===== src/rtl/fetch_buffer.sv =====
// Instruction fetch buffer: issues word-aligned fetches under a FIFO credit rule,
// captures one-cycle-latency responses with their PC, and presents the head to decode.
module fetch_buffer #(
  parameter int unsigned DEPTH    = 4,
  parameter logic [31:0] RESET_PC = 32'h0000_0000
) (
  input  logic                     clk,
  input  logic                     reset,
  output logic                     imem_req_valid,
  output logic [31:0]              imem_req_addr,
  input  logic                     imem_req_ready,
  input  logic                     imem_rsp_valid,
  input  logic [31:0]              imem_rsp_data,
  input  logic                     redirect_valid,
  input  logic [31:0]              redirect_pc,
  output logic                     dec_valid,
  output logic [31:0]              dec_instr,
  output logic [31:0]              dec_pc,
  output logic [6:0]               dec_opcode,
  input  logic                     dec_ready,
  output logic [$clog2(DEPTH):0]   count
);

  localparam int unsigned AW = $clog2(DEPTH);
  localparam int unsigned CW = AW + 1;

  logic [31:0]   fetch_pc_q;
  logic [31:0]   req_pc_q;
  logic          inflight_q;
  logic          drop_q;
  logic [AW-1:0] wr_ptr_q;
  logic [AW-1:0] rd_ptr_q;
  logic [CW-1:0] count_q;
  logic [31:0]   instr_mem [DEPTH];
  logic [31:0]   pc_mem    [DEPTH];

  logic          pop;
  logic          push;
  logic          fire;
  logic [CW:0]   credit_used;

  // Handshakes, credit accounting and head presentation.
  always_comb begin
    pop            = (count_q != '0) && dec_ready && !redirect_valid;
    push           = imem_rsp_valid && inflight_q && !drop_q && !redirect_valid;
    credit_used    = (CW+1)'(count_q) + (CW+1)'(inflight_q) - (CW+1)'(pop);
    imem_req_valid = !reset && !redirect_valid && !drop_q &&
                     (credit_used < (CW+1)'(DEPTH));
    fire           = imem_req_valid && imem_req_ready;
    imem_req_addr  = fetch_pc_q;
    dec_valid      = (count_q != '0);
    dec_instr      = dec_valid ? instr_mem[rd_ptr_q] : 32'h0;
    dec_pc         = dec_valid ? pc_mem[rd_ptr_q]    : 32'h0;
    dec_opcode     = dec_instr[6:0];
    count          = count_q;
  end

  // Fetch PC, in-flight tracking and FIFO pointers; redirect overrides everything else.
  always_ff @(posedge clk or posedge reset) begin
    if (reset) begin
      fetch_pc_q <= RESET_PC;
      req_pc_q   <= 32'h0;
      inflight_q <= 1'b0;
      drop_q     <= 1'b0;
      wr_ptr_q   <= '0;
      rd_ptr_q   <= '0;
      count_q    <= '0;
    end else if (redirect_valid) begin
      fetch_pc_q <= redirect_pc & 32'hFFFF_FFFC;
      inflight_q <= 1'b0;
      // A response still owed after this edge belongs to the old path.
      drop_q     <= inflight_q && !imem_rsp_valid;
      wr_ptr_q   <= '0;
      rd_ptr_q   <= '0;
      count_q    <= '0;
    end else begin
      inflight_q <= fire;
      if (imem_rsp_valid) drop_q <= 1'b0;
      if (fire) begin
        fetch_pc_q <= fetch_pc_q + 32'd4;
        req_pc_q   <= fetch_pc_q;
      end
      if (push) wr_ptr_q <= wr_ptr_q + AW'(1);
      if (pop)  rd_ptr_q <= rd_ptr_q + AW'(1);
      case ({push, pop})
        2'b10:   count_q <= count_q + CW'(1);
        2'b01:   count_q <= count_q - CW'(1);
        default: count_q <= count_q;
      endcase
    end
  end

  // FIFO storage; occupancy gating makes stale contents invisible.
  always_ff @(posedge clk) begin
    if (push) begin
      instr_mem[wr_ptr_q] <= imem_rsp_data;
      pc_mem[wr_ptr_q]    <= req_pc_q;
    end
  end

endmodule


===== config.mk =====
export PLATFORM = sky130hd
export DESIGN_NAME = fetch_buffer
export DESIGN_NICKNAME = d
export VERILOG_FILES = /design/src/rtl/fetch_buffer.sv
export SDC_FILE = /design/constraint.sdc
export NUM_CORES = 1
export LEC_CHECK = 0
export ABC_AREA = 1
export BUFFER_PORTS_ARGS = -buffer_cell sky130_fd_sc_hd__buf_2
export CORE_ASPECT_RATIO = 0.9
export CORE_MARGIN = 2
export CORE_UTILIZATION = 38
export CTS_CLUSTER_SIZE = 14
export DETAILED_ROUTE_END_ITERATION = 16
export SYNTH_ARGS = -nofsm -noshare
export SYNTH_HDL_FRONTEND = slang
export SYNTH_SLANG_ARGS = --single-unit

===== constraint.sdc =====
create_clock -name clk -period 6.7 [get_ports clk]
set_input_delay 0.67 -clock clk [delete_from_list [all_inputs] [get_ports clk]]
set_output_delay 0.67 -clock clk [all_outputs]
set_load 0.05 [all_outputs]

==> impl_metrics.py <==
metrics = {
    "timing": {
        "clock.fmax_ghz": 0.2495,
        "report.final.slew_viol_count": 0,
        "relSlewSlack": 0.2745,
        "setup_viol": 0,
        "setup_tns_ps": 0,
        "period_needed_ps": 4009,
        "hold_violations": 0,
        "rsz0062_at_grt": "no",
        "skew_ps": 13.48,
        "worst_pin_slew_ps": 1086,
        "finalCritPeriodShare": 0.5983,
    },
    "clocking": {
        "clock-sinks": 317,
        "cts_hold_buf": 0,
        "post_cts_resize_count": 0,
        "clk_pin_slew_ps": 60,
        "cts_buffer_depth": 3,
        "post-cts-setup-buffers": 0,
        "tritoncts": "done",
        "insertion_delay_ps": 510,
        "clockRootBuffer": "clkbuf_16",
        "htreeDepth": 2,
        "cts-buffers-inserted": 35,
    },
    "floorplan": {
        "die_h_um": 184.7,
        "die-area_um2": 37800,
        "die_w_um": 204.7,
        "start_util": 0.3836,
        "io_pins": 178,
        "rows": 66,
        "core_area_um2": 35920,
    },
    "cells_and_area": {
        "diodes": 0,
        "nNetsFinal": 1572,
        "final_common_cell": "nor2_1",
        "final_util": 0.4472,
        "area_delta_synth_final_pct": 16.57,
        "layout_common_cells": "nor2_1 (300), nand2_1 (256), edfxtp_1 (248)",
        "layout-drive-gt1-share": 0.1761,
    },
    "route": {
        "drc_errors": 0,
        "drtPass1Iterations": 6,
        "antenna_left": 0,
        "wl_um": 33770,
        "drtIter0Drc": 646,
        "wire_per_inst_um": 16.95,
        "vias": 9926,
        "post_drt_via_cell_ratio": 4.983,
    },
    "hold_path": {
        "holdPathEnd": "drop_q$_DFFE_PP0P_",
        "worstHoldStart": "imem_rsp_valid",
        "min_path_cells": 2,
        "hold_class": "in -> reg",
    },
    "flow_run": {
        "max-cap-violations": 0,
    },
    "grt": {
        "grt_pass1_vias": 9410,
        "gr-total-overflow": 0,
        "gr-usage-all-layers": 0.1781,
        "grt_pass1_wl_um": 51970,
        "grt_max_degree": 95,
        "antenna_found_initial": 0,
    },
    "status": {
        "status": "finished, final reports clean",
    },
    "setup_path": {
        "critPathMaxFanout": 64,
        "critical_path_class": "reg -> out",
        "ff2ff_setup_slack_ps": 3510,
        "r2r_end": "imem_req_addr[2]$_DFFE_PP0P_",
        "cp_cell_sequence": "inv_2, buf_4, o21ai_0, a21oi_1, buf_2",
        "cp.required_ps": 6030,
        "critical_path.slowest_cell": "inv_2",
        "worstReg2RegStart": "count[0]$_DFFE_PP0P_",
        "r2r_cells": 18,
        "cp-end-kind": "primary output",
        "worstPathArrival_ps": 3340,
        "worst-path-buf-inv": 3,
        "path_delay_family": "buffers and inverters",
        "cp_slowest_stage_delay_ps": 750,
        "startpoint": "rd_ptr_q[0]$_DFFE_PP0P_",
        "cp-start-kind": "flip-flop",
    },
    "yosys": {
        "syn-instance-count": 1348,
        "avgSynthCellArea_um2": 10.22,
        "synthDistinctLibCells": 31,
        "synth_area_um2": 13780,
        "synth-seq-cells": 317,
        "synth_warnings": 0,
        "seq_area_frac_synth": 0.6658,
    },
    "placement": {
        "gp_congestion": 0.8420,
        "hpwl_um": 19580,
        "io_buffers": 171,
    },
    "power": {
        "vdd_ir_drop_max_v": 0.0002584,
        "powerDensity_nw_per_um2": 432.2,
        "p_leak_uw": 0.006404,
    },
}
-- synth_stat cells, drive strengths merged --
cell    number  share of area
fa           1         0.0015
buf         39          0.020
inv         63          0.017
edfxtp     248           0.54
o22ai        1        0.00045
xor2         2         0.0013
nor3         2        0.00073
conb         1        0.00027
ha           8         0.0073
dfrtp       69           0.13
nor2       307          0.085
o21ai      185          0.073
nand3b       1        0.00055
clkbuf      39          0.011
nand3       53          0.020
nand2      257          0.070
xnor2        1        0.00064
nand4        2        0.00091
a21oi       68          0.025
a211oi       1        0.00055
-- per-stage QoR --
stage                     power (µW)  setup WS [ps]  cell area [µm²]  std cells  hold WS [ps]
final                           6942           2691            16060       1992         360.5
after CTS                       7014           2615            16060       1992         348.3
after global routing            7281           2401            16060       1992         348.4
after global placement          5089           3061            14950       1932         498.8
after detailed placement        5118           3007            14950       1932         499.4
after floorplan                 4470           2624            13790       1351         476.3
-- layer usage --
metal  vias to the layer above  part of all wire  GRT usage
li1                       4826                 -          -
met1                      4743              0.46     0.2520
met2                       311              0.46     0.2851
met3                        46             0.063    0.02917
met4                         0             0.019    0.04609
met5                         -                 0          0
-- cells by family (layout without fill, tap and decap cells) --
| group | Yosys count | count (layout) | share of synthesized area |
|---|---|---|---|
| buffers and inverters | 141 | 306 | 0.04785 |
| DFF | 317 | 317 | 0.6658 |
| other | 1 | 4 | 0.0002721 |
| AOI/OAI and AO/OA | 255 | 255 | 0.09861 |
| and+or+nand+nor | 622 | 622 | 0.1769 |
| adders and majority gates | 9 | 9 | 0.008717 |
| xor gates and xnor gates | 3 | 3 | 0.001907 |
-- where the power goes --
part,internal (µW),switching (µW)
clock,1130,750
combinational,516,1940
sequential,2360,240
total,4010,2930
-- flip-flops by register name (all words and copies together), names as in the netlist --
| signal | flops |
|---|---|
| pc_mem | 120 |
| instr_mem | 128 |
| imem_req_addr | 30 |
| drop_q | 1 |
| rd_ptr_q | 2 |
| wr_ptr_q | 2 |
| req_pc_q | 30 |
| count | 3 |
| inflight_q | 1 |
-- final cells by class --
| class | instances | area [µm²] |
|---|---|---|
| fillers | 3409 | 19860 |
| flip-flops and latches | 317 | 9179 |
| multi-input cells | 893 | 3988 |
| clock buffers | 46 | 969.7 |
| repair buffers | 183 | 945.9 |
| well taps | 476 | 595.6 |
| inverters | 63 | 237.7 |
| clock inverters | 14 | 147.6 |
-- worst max-delay path by stage --
stage                                  to  depth (start not counted)
2_1_floorplan   instr_mem[0][0]$_DFFE_PP_                          3
3_3_place_gp   instr_mem[3][25]$_DFFE_PP_                          5
3_5_place_dp   instr_mem[2][21]$_DFFE_PP_                          5
4_1_cts                     dec_opcode[5]                          5
5_1_grt                     dec_opcode[5]                          5
6_report                    dec_opcode[5]                          5
(Power assumes the default switching activity.)
